[config.mk]
export PLATFORM = sky130hd
export DESIGN_NAME = exe_hazard_ctrl
export DESIGN_NICKNAME = d
export VERILOG_FILES = /design/src/rtl/exe_hazard_ctrl_pkg.sv /design/src/rtl/exe_fwd_sel.sv /design/src/rtl/exe_hazard_ctrl.sv
export SDC_FILE = /design/constraint.sdc
export NUM_CORES = 1
export LEC_CHECK = 0
export BUFFER_PORTS_ARGS = -buffer_cell sky130_fd_sc_hd__buf_2
export CORE_MARGIN = 1.5
export CORE_UTILIZATION = 50
export CTS_CLUSTER_DIAMETER = 40
export DETAILED_ROUTE_END_ITERATION = 10
export PLACE_DENSITY_LB_ADDON = 0.08
export SYNTH_ARGS = -nofsm -noshare
export SYNTH_HDL_FRONTEND = slang
export SYNTH_SLANG_ARGS = --single-unit
[constraint.sdc]
create_clock -name clk -period 1.9 [get_ports clk]
set_input_delay 0 -clock clk [delete_from_list [all_inputs] [get_ports clk]]
set_output_delay 0 -clock clk [all_outputs]
set_load 0.01 [all_outputs]
[src/rtl/exe_hazard_ctrl_pkg.sv]
// Shared execute-stage pipeline definitions: register index width, forwarding
// select and FSM encodings, shadow control bundles and their bubble values.
package exe_hazard_ctrl_pkg;

  localparam int REG_W = 5;
  typedef logic [REG_W-1:0] reg_idx_t;

  localparam logic [1:0] FWD_RF  = 2'b00;
  localparam logic [1:0] FWD_MEM = 2'b01;
  localparam logic [1:0] FWD_WB  = 2'b10;

  typedef enum logic [1:0] {
    ST_RUN      = 2'b00,
    ST_MEM_WAIT = 2'b01,
    ST_ERR      = 2'b10
  } state_t;

  typedef struct packed {
    reg_idx_t src1;
    reg_idx_t src2;
    logic     two_src;
    reg_idx_t dest;
    logic     wb_en;
    logic     mem_read;
  } exe_ctrl_t;

  typedef struct packed {
    reg_idx_t dest;
    logic     wb_en;
  } wb_ctrl_t;

  localparam exe_ctrl_t EXE_BUBBLE = '0;
  localparam wb_ctrl_t  WB_BUBBLE  = '0;

  // R0 is hardwired zero, so a write to it never produces a dependency.
  function automatic logic dest_hit(reg_idx_t dest, logic wb_en, reg_idx_t src);
    return wb_en && (dest != '0) && (dest == src);
  endfunction

endpackage

[src/rtl/exe_fwd_sel.sv]
// Forwarding select for one EXE operand: MEM result beats WB value beats RF.
// Purely combinational; no state and no flow control.
module exe_fwd_sel
  import exe_hazard_ctrl_pkg::*;
(
  input  logic [REG_W-1:0] src,
  input  logic             src_en,
  input  logic [REG_W-1:0] mem_dest,
  input  logic             mem_wb_en,
  input  logic [REG_W-1:0] wb_dest,
  input  logic             wb_wb_en,
  output logic [1:0]       sel
);

  always_comb begin
    sel = FWD_RF;
    if (src_en) begin
      if (dest_hit(mem_dest, mem_wb_en, src)) begin
        sel = FWD_MEM;
      end else if (dest_hit(wb_dest, wb_wb_en, src)) begin
        sel = FWD_WB;
      end
    end
  end

endmodule

[src/rtl/exe_hazard_ctrl.sv]
// EXE-stage sequencing: forwarding selects, load-use/RAW stalls, branch flush, memory-wait freeze.
// Outputs are combinational from shadow state and inputs; freeze holds every pipeline register.
module exe_hazard_ctrl
  import exe_hazard_ctrl_pkg::*;
#(
  parameter int FWD_EN      = 1,
  parameter int MEM_TIMEOUT = 255
) (
  input  logic       clk,
  input  logic       rst,
  input  logic       id_valid,
  input  logic [4:0] id_src1,
  input  logic [4:0] id_src2,
  input  logic       id_two_src,
  input  logic [4:0] id_dest,
  input  logic       id_wb_en,
  input  logic       id_mem_read,
  input  logic       br_select,
  input  logic       mem_busy,
  output logic [1:0] fwd_sel1,
  output logic [1:0] fwd_sel2,
  output logic       stall_if_id,
  output logic       bubble_id_exe,
  output logic       flush_if_id,
  output logic       freeze,
  output logic       mem_err,
  output logic [1:0] state
);

  localparam logic [7:0] TIMEOUT_CNT = 8'(MEM_TIMEOUT);

  exe_ctrl_t  exe_q;
  wb_ctrl_t   mem_q;
  wb_ctrl_t   wb_q;
  state_t     state_q;
  state_t     state_d;
  logic [7:0] cnt_q;
  logic [7:0] cnt_d;
  logic       mem_err_q;
  logic       mem_err_d;
  logic       freeze_c;
  logic       active;
  logic       exe_raw;
  logic       mem_raw;
  logic       hazard;
  logic [1:0] sel1_raw;
  logic [1:0] sel2_raw;

  exe_fwd_sel u_fwd1 (
    .src       (exe_q.src1),
    .src_en    (1'b1),
    .mem_dest  (mem_q.dest),
    .mem_wb_en (mem_q.wb_en),
    .wb_dest   (wb_q.dest),
    .wb_wb_en  (wb_q.wb_en),
    .sel       (sel1_raw)
  );

  exe_fwd_sel u_fwd2 (
    .src       (exe_q.src2),
    .src_en    (exe_q.two_src),
    .mem_dest  (mem_q.dest),
    .mem_wb_en (mem_q.wb_en),
    .wb_dest   (wb_q.dest),
    .wb_wb_en  (wb_q.wb_en),
    .sel       (sel2_raw)
  );

  assign fwd_sel1 = (FWD_EN != 0) ? sel1_raw : FWD_RF;
  assign fwd_sel2 = (FWD_EN != 0) ? sel2_raw : FWD_RF;

  // ID reads a register that an older in-flight instruction will write.
  assign exe_raw = id_valid && exe_q.wb_en && (exe_q.dest != '0) &&
                   ((id_src1 == exe_q.dest) || (id_two_src && (id_src2 == exe_q.dest)));
  assign mem_raw = id_valid && mem_q.wb_en && (mem_q.dest != '0) &&
                   ((id_src1 == mem_q.dest) || (id_two_src && (id_src2 == mem_q.dest)));
  assign hazard  = (FWD_EN != 0) ? (exe_raw && exe_q.mem_read) : (exe_raw || mem_raw);

  // Freeze dominates; a taken branch squashes the stalled instruction anyway.
  assign active        = rst && !freeze_c;
  assign freeze        = rst && freeze_c;
  assign flush_if_id   = active && br_select;
  assign stall_if_id   = active && !br_select && hazard;
  assign bubble_id_exe = active && (br_select || hazard);
  assign mem_err       = mem_err_q;
  assign state         = state_q;

  always_comb begin
    state_d   = state_q;
    cnt_d     = cnt_q;
    mem_err_d = mem_err_q;
    freeze_c  = 1'b0;
    case (state_q)
      ST_RUN: begin
        if (mem_busy) begin
          freeze_c = 1'b1;
          state_d  = ST_MEM_WAIT;
          cnt_d    = '0;
        end
      end
      ST_MEM_WAIT: begin
        if (mem_busy) begin
          freeze_c = 1'b1;
          cnt_d    = cnt_q + 8'd1;
          if (cnt_q + 8'd1 == TIMEOUT_CNT) begin
            state_d   = ST_ERR;
            mem_err_d = 1'b1;
          end
        end else begin
          state_d = ST_RUN;
          cnt_d   = '0;
        end
      end
      ST_ERR: begin
        freeze_c = 1'b1;
      end
      default: begin
        state_d = ST_RUN;
        cnt_d   = '0;
      end
    endcase
  end

  always_ff @(posedge clk or negedge rst) begin
    if (!rst) begin
      state_q   <= ST_RUN;
      cnt_q     <= '0;
      mem_err_q <= 1'b0;
    end else begin
      state_q   <= state_d;
      cnt_q     <= cnt_d;
      mem_err_q <= mem_err_d;
    end
  end

  always_ff @(posedge clk or negedge rst) begin
    if (!rst) begin
      exe_q <= EXE_BUBBLE;
      mem_q <= WB_BUBBLE;
      wb_q  <= WB_BUBBLE;
    end else if (!freeze_c) begin
      wb_q  <= mem_q;
      mem_q <= '{dest: exe_q.dest, wb_en: exe_q.wb_en};
      if (bubble_id_exe || !id_valid) begin
        exe_q <= EXE_BUBBLE;
      end else begin
        exe_q <= '{src1: id_src1, src2: id_src2, two_src: id_two_src,
                   dest: id_dest, wb_en: id_wb_en, mem_read: id_mem_read};
      end
    end
  end

endmodule

# Word-level counts from Yosys, hierarchy flattened
# Cells that the tools add are included.
totals:
  ff_bits: 41
  input_bits: 23
  out_inout_bits: 11
  elab_cells: 72
op_classes:
  addsub: 1
  n_eq_ne: 11
  muxes: 15
  n_bitwise: 1
  n_reduce_logical: 31
op_table:
  columns: ["operator", "count"]
  rows:
  - ["equality test 5 bit", 6]
  - ["one-hot mux 8 bit (3 select lines)", 1]
  - ["two-way mux 18 bit", 1]
  - ["logical AND 1 bit", 17]
  - ["two-way mux 2 bit", 8]
  - ["two-way mux 8 bit", 2]
  - ["nonzero test 5 bit", 3]
  - ["adder 8 x 1 -> 8 bit, second input constant", 1]
  - ["equality test 8 bit, second input constant", 1]
  - ["one-hot mux 2 bit (3 select lines)", 1]
  - ["AND reduction 3 bit", 2]
  - ["zero test 1 bit", 3]
  - ["logical OR 1 bit", 3]
  - ["!= test 3 bit, second input constant", 1]
  - ["equality test 2 x 1 -> 1 bit, second input constant", 1]
  - ["equality test 2 bit, second input constant", 1]
  - ["zero test 2 bit", 1]
  - ["!= test 2 bit, second input constant", 1]
  - ["one-hot mux 1 bit (2 select lines)", 1]
  - ["AND reduction 2 bit", 1]
  - ["OR reduction 2 bit", 1]
  - ["two-way mux 1 bit", 1]
  - ["NOT 1 bit", 1]

# Longest topological paths before layout
# Gate-level depths: netlist of the first run.
depth:
  ltp_word: 9
  depth_mapped: 6
  depth_no_buf: 5

# Cells and area by module
# From an unflattened synthesis of the first run, not the netlist that was laid out.
unflattened:
  cells_unflattened: 264
  area_unflattened_um2: 2332.2
by_module_without_submodules:
  columns: ["module", "instances", "cells_per_inst", "area_each_um2", "seq_area_each_um2"]
  rows:
  - ["exe_hazard_ctrl", 1, 222, 2001.9, 1026.0]
  - ["exe_fwd_sel", 2, 21, 165.2, 0.0]

# Least setup slack after synthesis of the first run
# Ideal clock, no wire load.
synth_path:
  path_kind: "reg-to-output"
  from: "register mem_q[1] (netlist bit)"
  to: "output port fwd_sel1[1]"
  t_arrival_ns: 1.708
  required_time_ns: 1.900
  path_slack_ns: 0.192
  stages_incl_launch_ff: 5
  path_buffers: 0
  path_cell_list: "dfrtp_1 -> or4_1 -> o21ai_0 -> nor4_1 -> nor4_1"
synth_between:
  elab_chain_cells: 4
  word_cells_on_any_way: 5
  classes_between: "eq/ne (1); mux (1); reduce/logical (3)"
synth_lines:
  columns: ["element", "line_no", "rtl"]
  rows:
  - ["from (decl)", "exe_hazard_ctrl.sv:33", "wb_ctrl_t mem_q;"]
  - ["from (signal assigned)", "exe_hazard_ctrl.sv:143", "mem_q <= '{dest: exe_q.dest, wb_en: exe_q.wb_en};"]
  - ["nonzero test 5 bit", null, null]
  - ["logical AND 1 bit", "exe_hazard_ctrl_pkg.sv:37", "return wb_en && (dest != '0) && (dest == src);"]
  - ["logical AND 1 bit *", "exe_hazard_ctrl_pkg.sv:37", null]
  - ["two-way mux 2 bit *", "exe_fwd_sel.sv:18", "if (dest_hit(mem_dest, mem_wb_en, src)) begin"]
  - ["to (decl)", "exe_hazard_ctrl.sv:20", "output logic [1:0] fwd_sel1,"]
# Mark *: on every way between the ends. The rest lies on a longest branch, timed or not.

# Final worst setup path of the first run
layout_path:
  from: "register wb_q[1] (netlist bit)"
  to: "output port fwd_sel1[1]"
layout_between:
  elab_chain_cells: 5
  word_cells_on_any_way: 6
  classes_between: "eq/ne (1); mux (2); reduce/logical (3)"
layout_lines:
  columns: ["element", "line_no", "rtl"]
  rows:
  - ["from (decl)", "exe_hazard_ctrl.sv:34", "wb_ctrl_t wb_q;"]
  - ["from (signal assigned)", "exe_hazard_ctrl.sv:142", "wb_q <= mem_q;"]
  - ["nonzero test 5 bit", "exe_hazard_ctrl_pkg.sv:37", null]
  - ["logical AND 1 bit", "exe_hazard_ctrl_pkg.sv:37", null]
  - ["logical AND 1 bit *", "exe_hazard_ctrl_pkg.sv:37", null]
  - ["two-way mux 2 bit *", "exe_fwd_sel.sv:20", "end else if (dest_hit(wb_dest, wb_wb_en, src)) begin"]
  - ["two-way mux 2 bit *", "exe_fwd_sel.sv:18", null]
# Marked as above.

==> summary.md, run 1 <==
| Metric | Value |
|---|---|
| DP Area | 0.002754 mm2 |
| Starting Density | 52.03% |
| # Max-Cap Violations | 0 |
| Main combinational cell family by area after synthesis | simple AND/OR/NAND/NOR gates |
| Critical path class | register to output pin |
| Number of synthesized register bits | 41 |
| Final WS setup | -0.02713 ns |
| Area Growth Syn to Fin | 30.75% |
| Final Hold Fails | 0 |
| Syn Area/Cell | between 8 and 9 um2 |
| Sequential standard cell area | 0.001028 mm2 |
| Worst clock skew | ~0.0046 ns |
| H-Tree Depth | 2 |
| Worst reg2reg path depth | 8 |
| Critical path required time | 1.90 ns |
| Routability Congestion | 0.8797 |
| Max-slew headroom | 39.68% |
| Ant diodes | 0 |
| Cell breakdown of the critical path | buf_6, xor2_1, or4_4, nor4_4, buf_2 |
| Syn_nets | slightly above 300 |
| WL/cell | 14.68 um |
| Max FO, Critical Path | 3 |
| DP HPWL | about 4000 um |
| Unrepaired setup endpoints after global routing | true |
| Drt total wl | 6180 um |
| Vias/cell | 5.330 |
| Vias in the first global route | 2,115 |
| Static Leak | 1.421 nW |
| Adder-Cell Fraction of Synth Area | under 10% |
| Yosys warns | 0 |
| Critical path arrival | 1.93 ns |
| Critical path's slowest cell | or4_4 |
| Top-Level Pins | 34 |
| Post-synth cell types | 37 |
| CTS tree | done |
| Final ANT Viol Nets | 0 |
| Clock tree buffer depth | 2 |
| Worst-skew pair later-pin latency | 0.29 ns |
| Synth Instances | roughly 290 |
| Multi-input combinational cell area | 0.001426 mm2 |
| Placed Cells | around 380 |
| Worst-margin pin slew | 0.9015 ns |
| Fin. max-slew vios | 0 |
| Die area | 0.005344 mm2 |
| Kind of cell adding the most delay to the critical path | simple AND/OR/NAND/NOR gates |
| Die Height | 73.11 um |
| DR DRC count | 0 |
| Compound-Gate Fraction of Synth Area | 17.16% |
| Num CTS Buffers | 5 |
| Worst path bufs/invs | 2 |
| Number of detailed-route iterations in the first pass | 4 |
| Number of port buffers | 33 |
| Fmax | 518.9 MHz |
| Post-layout nets | 378 |
| Final std cells w/o fill | 421 |
| Critical path endpoint category | output pin |
| Cell Pwr Density | 741.3 mW/mm2 |
| Initial DRC Count | 114 |
| Ys async rst share | between 90% and 100% |
| Fin Hold WS | between 0.001 and 0.0015 ns |
| Area of the core | roughly 0.0047 mm2 |
| Post-synth EDFFs | 0 |
| Total Routing Usage GR | 25.04% |
| Worst IR Drop VDD | 0.4019 mV |
| Post-synth top flop | dfrtp_1 |
| Mux cell area share after synthesis | 0.4073% |
| Largest net degree at the start of global routing | 37 |
| Setup TNS | -0.02713 ns |
| Slowest stage delay, CP | 0.56 ns |
| Row cnt | 25 |
| Vias | between 2k and 2.5k |
| Worst Hold Path Cells | 3 |
| Simple-Gate Fraction of Synth Area | 24.19% |
| Overall power | between 0.002 and 0.0025 W |
| Sequential area share after synthesis | between 40% and 50% |
| First-pass GRT wire length | around 10,000 um |
| Total gr overflow | 0 |
| Status | finished with violations |
| Crit path launch type | register |
| Final period util | 101.4% |
| Initial antenna violation count | 0 |
| Critical path depth | 5 |
| Die X | 73.11 um |
| Failing checks | negative setup slack |
| Share of post-route cells with drive strength above 1 | between 20% and 30% |
| Root Driver | clkbuf_8 |
| Design Area, Final | 0.003213 mm2 |
| Clk slew on worst S/H paths | ~0.080 ns |
| Post-synth design cell area | 0.002457 mm2 |
| Filler instances | between 300 and 400 |
| Xor/xnor share of the synthesized area | 12.47% |
| Final setup viols | 1 |
| Minimum clock period | approximately 1.9 ns |
| Clock sink count | 41 |
| Hold crit path type | input port to register |
-- final timing paths --
path,from,endpoint,slack (ns)
worst max-delay path,wb_q[1],fwd_sel1[1],-0.03
worst min-delay path,id_src1[4],exe_q[17],0.001
worst max register to register,exe_q[4],exe_q[0],0.11
worst min register to register,wb_q[0],wb_q[0],0.49
max in group asynchronous,rst,exe_q[4],1.22
min in group asynchronous,rst,cnt_q[7],0.26
-- flip-flops by register name, summed over array words and instances (netlist names) --
register,count
mem_q,6
wb_q,6
exe_q,18
state,2
cnt_q,8
mem_err,1
-- area by class of cell --
type	count	share of cell area, %
multi-input cells	227	44.39
well taps	67	2.609
clock inverters	1	0.9346
clock buffers	7	2.687
repair buffers	77	17.25
flip-flops and latches	41	32.01
inverters	1	0.1168
-- routing by layer --
metal	wire length [um]	vias up	global-route usage, %
met3	265	2	4.144
li1	-	1128	-
met2	2821	53	35.66
met5	0	-	0
met1	3065	1061	39.86
met4	28	0	4.822
-- worst reg2reg max path, cell delays in order, from the launching register on --
cell	delay [ns]
dfrtp_2	0.40
or4_4	0.54
nor2_4	0.14
buf_6	0.13
buf_4	0.11
buf_4	0.10
buf_4	0.09
o211ai_1	0.08
o211ai_1	0.11
-- cells in the final DEF (no fill, tap or decap), types with 6 or more instances in the layout --
| master | count |
|---|---|
| nand2_1 | 91 |
| dfrtp_1 | 39 |
| o211ai_1 | 36 |
| buf_2 | 33 |
| buf_4 | 26 |
| xnor2_1 | 19 |
| xor2_1 | 15 |
| dlygate4sd3_1 | 14 |
| nor2_1 | 7 |
| o22ai_1 | 7 |
| nand3_1 | 6 |
| clkbuf_8 | 6 |
-- where the power goes --
group	switching, W	total [W]	internal [W]
combinational	0.000299	0.000596	0.000298
clock	0.000298	0.000727	0.000429
sequential	0.000100	0.00106	0.000958
-- cell usage after synthesis (2+ instances only) --
cell | instances | area (um2)
nand2_1 | 91 | 341.6
dfrtp_1 | 41 | 1026
o211ai_1 | 36 | 270.3
xnor2_1 | 20 | 175.2
xor2_1 | 15 | 131.4
clkbuf_1 | 14 | 52.55
nor2_1 | 8 | 30.03
o22ai_1 | 8 | 50.05
nand3_1 | 6 | 30.03
nor4_1 | 4 | 25.02
or4_1 | 4 | 30.03
a21oi_1 | 3 | 15.01
o21ai_0 | 3 | 15.01
a31o_1 | 2 | 17.52
and2_1 | 2 | 12.51
and3b_1 | 2 | 17.52
buf_2 | 2 | 10.01
ha_1 | 2 | 25.02
nand2b_1 | 2 | 12.51
nand4_1 | 2 | 12.51
nor2b_1 | 2 | 12.51
nor3_1 | 2 | 10.01
-- repair_timing --
item,in CTS,in global routing
resized for setup,4,15
setup endpoints to repair,4,4
cloned,0,0
pin swaps,0,9
endpoints found under the hold margin,54,0
buffers inserted,3,13
hold buffers,14,0
-- stage by stage --
step | setup slack [ns] | utilization, %
2_1_floorplan | 0.1922 | -
3_3_place_gp | 0.2012 | 58.30
3_5_place_dp | 0.1587 | 58.30
4_1_cts | 0.01101 | 64.34
5_1_grt | -0.09516 | 68.03
6_report | -0.02713 | 68.03
-- cell families (layout without fill, tap and decap cells) --
logic type | count (synthesis) | count (layout)
AND/OR/NAND/NOR | 131 | 131
AO/OA/AOI/OAI | 58 | 58
flip-flops | 41 | 41
XOR/XNOR | 35 | 35
buffers and inverters | 18 | 86
adder cells (fa/ha/maj) | 2 | 2
multiplexers | 1 | 1
(Power assumes the default switching activity.)
==> run 2: changes to the inputs <==
- CTS_BUF_LIST: default -> sky130_fd_sc_hd__clkbuf_2 sky130_fd_sc_hd__clkbuf_4 sky130_fd_sc_hd__clkbuf_8
- CTS_CLUSTER_DIAMETER: 40 -> 50
==> run 2 against run 1 <==
  * The flow still finishes with violations (negative setup slack)
  * Non-clock buffer count did not move
  * Clock skew shrank 0.00082 ns
  * Largest power group unchanged
  * Sequential share of layout area about the same
  * Critical endpoint unchanged
  * Total power rose by 0.58%
  * Highest routed layer unchanged
  * Largest cell class unchanged
==> summary.md, run 2 (synthesis results as in run 1) <==
| Metric | Value |
|---|---|
| Top-Level Pins | 34 (unchanged) |
| Crit Reg-Reg Endpoint | exe_q[0] |
| Fin. max-slew vios | 0 (unchanged) |
| Final setup viols | 1 (unchanged) |
| Placed Cells | 383 (unchanged) |
| Critical path required time | 1.90 ns (about the same) |
| Die area | 0.005344 mm2 (unchanged) |
| Internal | 0.001699 W (+0.85%) |
| WL/cell | 14.68 um (about the same) |
| Ant diodes | 0 (unchanged) |
| Critical path endpoint category | output pin |
| Hold path endpoint | exe_q[17] |
| Worst reg2reg path depth | 8 (unchanged) |
| Min-delay src | id_src1[4] |
| First-pass GRT wire length | 10,400 um (+0.34%) |
| H-Tree Depth | 2 (unchanged) |
| Total gr overflow | 0 (unchanged) |
| Fmax | 518.7 MHz (about the same) |
| Root Driver | clkbuf_8 |
| RR Startpoint | exe_q[4] |
| Minimum clock period | 1.928 ns (+0.0007239 ns) |
| Clock power share | 30.9% (+0.4 points) |
| DR DRC count | 0 (unchanged) |
| Max-slew headroom | 38.99% (-0.68 points) |
| Clock sink count | 41 (unchanged) |
| Area Growth Syn to Fin | 30.91% |
| Clock tree buffer depth | 2 (unchanged) |
| Status | finished with violations |
| Cell Pwr Density | 744.7 mW/mm2 (+0.46%) |
| Post-layout nets | 378 (unchanged) |
| Static Leak | 1.424 nW (+0.24%) |
| Number of detailed-route iterations in the first pass | 4 (unchanged) |
| Worst Hold Path Cells | 3 (unchanged) |
| Most frequent cells in the layout | nand2_1 (91), dfrtp_1 (39), o211ai_1 (36) |
| Net Sw Frac | 29.09% (-0.19 points) |
| Final ANT Viol Nets | 0 (unchanged) |
| Vias in the first global route | 2,120 (+0.24%) |
| Final WS setup | -0.02786 ns (-0.0007239 ns) |
| Hold crit path type | input port to register |
| Vias | 2,251 (+0.31%) |
| # Max-Cap Violations | 0 (unchanged) |
| Initial antenna violation count | 0 (unchanged) |
| Vias/cell | 5.347 (+0.31%) |
| Total Routing Usage GR | 25.07% (+0.029 points) |
| Critical path arrival | 1.93 ns (about the same) |
| Row cnt | 25 (unchanged) |
| R2R setup slack | 0.11 ns (about the same) |
| Final std cells w/o fill | 421 (unchanged) |
| DP HPWL | 4094 um (unchanged) |
| Max FFs per register | 18 (unchanged) |
| CTS tree | done |
| Combinational Power Share | 24.9% (about the same) |
| Max FO, Critical Path | 3 (unchanged) |
| Num CTS Buffers | 5 (unchanged) |
| Worst IR Drop VDD | 0.3990 mV (-0.72%) |
| Area of the core | 0.004723 mm2 (unchanged) |
| Unrepaired setup endpoints after global routing | true |
| Worst-margin pin slew | 0.9117 ns (+0.01022 ns) |
| Routability Congestion | 0.8797 (unchanged) |
| Crit path launch type | register |
| Drt total wl | 6182 um (about the same) |
| Share of post-route cells with drive strength above 1 | 24.86% (+0.28 points) |
| Top reg by flops | exe_q |
| Die X | 73.11 um (unchanged) |
| Final period util | 101.5% (about the same) |
| Power share of the sequential group | 44.2% (-0.2 points) |
| Initial DRC Count | 109 (-4.4%) |
| Die Height | 73.11 um (unchanged) |
| Most common cell after layout, fill and taps aside | nand2_1 |
| DP Worst Slack | 0.1587 ns (unchanged) |
| Final Hold Fails | 0 (unchanged) |
| Starting Density | 52.03% (unchanged) |
| Clk slew on worst S/H paths | 0.08 ns (about the same) |
| Critical path class | register to output pin |
| Worst clock skew | 0.003765 ns (-0.0008198 ns) |
| Number of port buffers | 33 (unchanged) |
| Largest net degree at the start of global routing | 37 (unchanged) |
| Worst-skew pair later-pin latency | 0.29 ns (about the same) |
| Biggest regs | exe_q: 18 flops, cnt_q: 8 flops |
| Failing checks | negative setup slack |
| Psw | 0.0006968 W (about the same) |
## run 2: cell type report
| cell class | count | area, um2 |
|---|---|---|
| clock buffer | 7 | 90.09 |
| clock inverter | 1 | 30.03 |
| fill | 381 | 1506 |
| inverter | 1 | 3.754 |
| multi-input combinational | 227 | 1426 |
| sequential | 41 | 1028 |
| tap | 67 | 83.83 |
| timing repair buffer | 77 | 554.3 |
## run 2: critical path, stage by stage (launching register included)
cell,delay (ns)
dfrtp_1,0.39
buf_6,0.13
xor2_1,0.14
or4_4,0.56
nor4_4,0.27
buf_2,0.16
## run 2: power groups by stage
stage          Clock [W]  Sequential, W  Combinational, W
6_report        0.000740        0.00106          0.000598
5_1_grt         0.000793        0.00107          0.000659
3_3_place_gp           0        0.00109          0.000430
2_1_floorplan          0        0.00106          0.000294
3_5_place_dp           0        0.00109          0.000433
4_1_cts         0.000753        0.00106          0.000482
## run 2: worst max-delay path by stage
stage                        start           to
after global placement    cnt_q[3]     state[0]
after global routing       wb_q[1]  fwd_sel1[1]
after floorplan           mem_q[1]  fwd_sel1[1]
after CTS                 mem_q[3]  fwd_sel1[1]
after detailed placement  cnt_q[3]     state[0]
final                      wb_q[1]  fwd_sel1[1]
## run 2: per-stage QoR
stage	instance area (um2)	utilization [%]	hold WS (ns)	TNS, ns	power, W
finish	3217	68.11	0.004424	-0.02786	0.002396
global route	3217	68.11	0.01293	-0.1024	0.002523
CTS	3043	64.42	0.001037	0	0.002299
detailed placement	2754	58.30	0.02395	0	0.001523
global placement	2754	58.30	0.02335	0	0.001516
floorplan	2457	-	-0.2956	0	0.001351
## run 2: layer usage
layer | track usage [%] | up-vias | part of all wire, %
li1 | - | 1129 | -
met1 | 39.59 | 1068 | 51
met2 | 36.06 | 52 | 45
met3 | 4.144 | 2 | 3.4
met4 | 4.822 | 0 | 0.45
met5 | 0 | - | 0
## run 2: what timing repair did
action | 4_1_cts | 5_1_grt
hold buffers | 14 | 0
setup buffers | 3 | 13
pin swaps | 0 | 9
hold endpoints to repair | 54 | 0
resized for setup | 4 | 15
setup endpoints to repair | 4 | 4
==> run 3: changes to the inputs <==
- CTS_BUF_LIST: sky130_fd_sc_hd__clkbuf_2 sky130_fd_sc_hd__clkbuf_4 sky130_fd_sc_hd__clkbuf_8 -> default
- SKIP_CTS_REPAIR_TIMING: default -> 1
==> run 3 against run 2 <==
  * The run ends with negative hold slack left
  * Die area is the same
  * Clock power shrank 2%
  * Worst setup slack gained 0.042 ns
  * Hold slack lost 0.027 ns
  * Combinational power shrank 9.9%
  * Global-route usage shrank 0.92 points
  * Critical path depth grew 1
  * First-iteration DRC count shrank 3.7%
  * Sequential power is essentially flat
  * Count of clock-buffer cells in the layout is the same
  * Clock skew shrank 0.00078 ns
  * Maximum frequency grew 2.2%
==> summary.md, run 3 (synthesis results as in run 1) <==
| Metric | Value |
|---|---|
| Status | finished with violations |
| Failing checks | negative hold slack |
| Largest net degree at the start of global routing | 37 (unchanged) |
| Die X | 73.11 um (unchanged) |
| RR Startpoint | exe_q[4] |
| Worst IR Drop VDD | 0.3615 mV (-9.4%) |
| Initial antenna violation count | 0 (unchanged) |
| Critical path endpoint category | output pin |
| Most frequent cells in the layout | nand2_1 (91), dfrtp_1 (38), o211ai_1 (36) |
| Critical path class | register to output pin |
| Hold crit path type | input port to register |
| Die area | 0.005344 mm2 (unchanged) |
| First-pass GRT wire length | 10,030 um (-3.6%) |
| Vias in the first global route | 2,019 (-4.8%) |
| Routability Congestion | 0.8797 (unchanged) |
| Starting Density | 52.03% (unchanged) |
| Max FFs per register | 18 (unchanged) |
| DR DRC count | 0 (unchanged) |
| Minimum clock period | 1.886 ns (-0.04199 ns) |
| Num CTS Buffers | 5 (unchanged) |
| Crit Reg-Reg Endpoint | exe_q[0] |
| Final setup viols | 0 (-1) |
| Vias/cell | 5.321 (-0.48%) |
| Drt total wl | 5875 um (-5.0%) |
| Max-slew headroom | 40.56% (+1.6 points) |
| Worst-margin pin slew | 0.8883 ns (-0.02342 ns) |
| Number of detailed-route iterations in the first pass | 4 (unchanged) |
| Clk slew on worst S/H paths | 0.08 ns (about the same) |
| Top-Level Pins | 34 (unchanged) |
| Worst reg2reg path depth | 8 (unchanged) |
| Net Sw Frac | 28.84% (-0.24 points) |
| Die Height | 73.11 um (unchanged) |
| CTS tree | done |
| Vias | 2,187 (-2.8%) |
| Most common cell after layout, fill and taps aside | nand2_1 |
| Fmax | 530.3 MHz (+2.2%) |
| Fin. max-slew vios | 0 (unchanged) |
| R2R setup slack | 0.06 ns (-0.05 ns) |
| Ant diodes | 0 (unchanged) |
| Clock tree buffer depth | 2 (unchanged) |
| Power share of the sequential group | 45.7% (+1.5 points) |
| Total Routing Usage GR | 24.14% (-0.92 points) |
| Critical path arrival | 1.89 ns (-0.04 ns) |
| Min-delay src | id_dest[4] |
| Combinational Power Share | 23.2% (-1.7 points) |
| Clock power share | 31.1% (+0.2 points) |
| Fin Hold WS | -0.02250 ns (-0.02693 ns) |
| Design Area, Final | 0.003082 mm2 (-4.2%) |
| CP startpoint | exe_q[4] |
| Static Leak | 1.365 nW (-4.2%) |
| Psw | 0.0006717 W (-3.6%) |
| Initial DRC Count | 105 (-3.7%) |
| Final Hold Fails | 3 (+3) |
| Share of post-route cells with drive strength above 1 | 23.55% (-1.3 points) |
| Final ANT Viol Nets | 0 (unchanged) |
| Area of the core | 0.004723 mm2 (unchanged) |
| Total gr overflow | 0 (unchanged) |
| Critical path required time | 1.90 ns (about the same) |
| Cell Pwr Density | 755.8 mW/mm2 (+1.5%) |
| DP HPWL | 4094 um (unchanged) |
| Area Growth Syn to Fin | 25.41% |
| WL/cell | 14.29 um (-2.7%) |
| # Max-Cap Violations | 0 (unchanged) |
| Post-layout nets | 368 (-2.6%) |
| CP Capture Point | stall_if_id |
| Worst clock skew | 0.002985 ns (-0.0007804 ns) |
| Number of port buffers | 33 (unchanged) |
| Row cnt | 25 (unchanged) |
| Root Driver | clkbuf_8 |
| Top reg by flops | exe_q |
| Internal | 0.001657 W (-2.4%) |
| Max FO, Critical Path | 5 (+2) |
| Biggest regs | exe_q: 18 flops, cnt_q: 8 flops |
| Final period util | 99.26% (-2.2 points) |
| Crit path launch type | register |
| Unrepaired setup endpoints after global routing | true |
| Overall power | 0.002329 W (-2.8%) |
| Clock sink count | 41 (unchanged) |
| Worst-skew pair later-pin latency | 0.29 ns (about the same) |
| H-Tree Depth | 2 (unchanged) |
| DP Area | 0.002754 mm2 (unchanged) |
run 3: cell count changes in the layout (fill, tap and decap cells not counted), sizes merged:
| cell | change |
|---|---|
| dlygate4sd3 | -7 |
| buf | -3 |
run 3: area by class of cell:
type / instances / area (um2)
multi-input cells: 227 / 1394
well taps: 67 / 83.83
clock inverters: 1 / 30.03
inverters: 1 / 3.754
repair buffers: 67 / 454.2
fillers: 411 / 1642
flip-flops and latches: 41 / 1030
clock buffers: 7 / 86.33
run 3: metal layers:
layer  part of all wire [%]  GRT usage [%]  up-vias
met5                      0              0        -
met1                     51          39.08     1037
met4                   0.48          4.822        0
li1                       -              -     1105
met2                     45          33.43       43
met3                    3.5          4.144        2
run 3: worst max-delay path, stage by stage (launching register included):
cell and delay [ns]:
dfrtp_2 0.45, or4_4 0.56, nor2_4 0.14, buf_6 0.13
nor2_4 0.03, and3b_1 0.16, buf_2 0.13
run 3: how the worst min path moves through the flow:
stage | to | depth (start not counted)
6_report | exe_q[6] | 3
5_1_grt | exe_q[5] | 3
4_1_cts | cnt_q[0] | 2
3_5_place_dp | cnt_q[7] | 2
3_3_place_gp | cnt_q[7] | 2
2_1_floorplan | cnt_q[0] | 0
run 3: power by group through the flow:
stage                     logic, W  registers, W  clock network, W
after floorplan           0.000294       0.00106                 0
after global placement    0.000430       0.00109                 0
after detailed placement  0.000433       0.00109                 0
after CTS                 0.000435       0.00107          0.000738
after global routing      0.000604       0.00108          0.000779
final                     0.000539       0.00106          0.000725
run 3: metrics by stage:
stage | utilization (%) | instances | setup TNS [ns] | hold WS [ns] | setup WS [ns]
after floorplan | - | 286 | 0 | -0.2956 | 0.1922
after global placement | 58.30 | 383 | 0 | 0.02335 | 0.2012
after detailed placement | 58.30 | 383 | 0 | 0.02395 | 0.1587
after CTS | 60.77 | 391 | -0.2094 | -0.2899 | -0.1120
after global routing | 65.25 | 411 | -0.1684 | 0.0005493 | -0.07162
final | 65.25 | 411 | 0 | -0.02250 | 0.01413
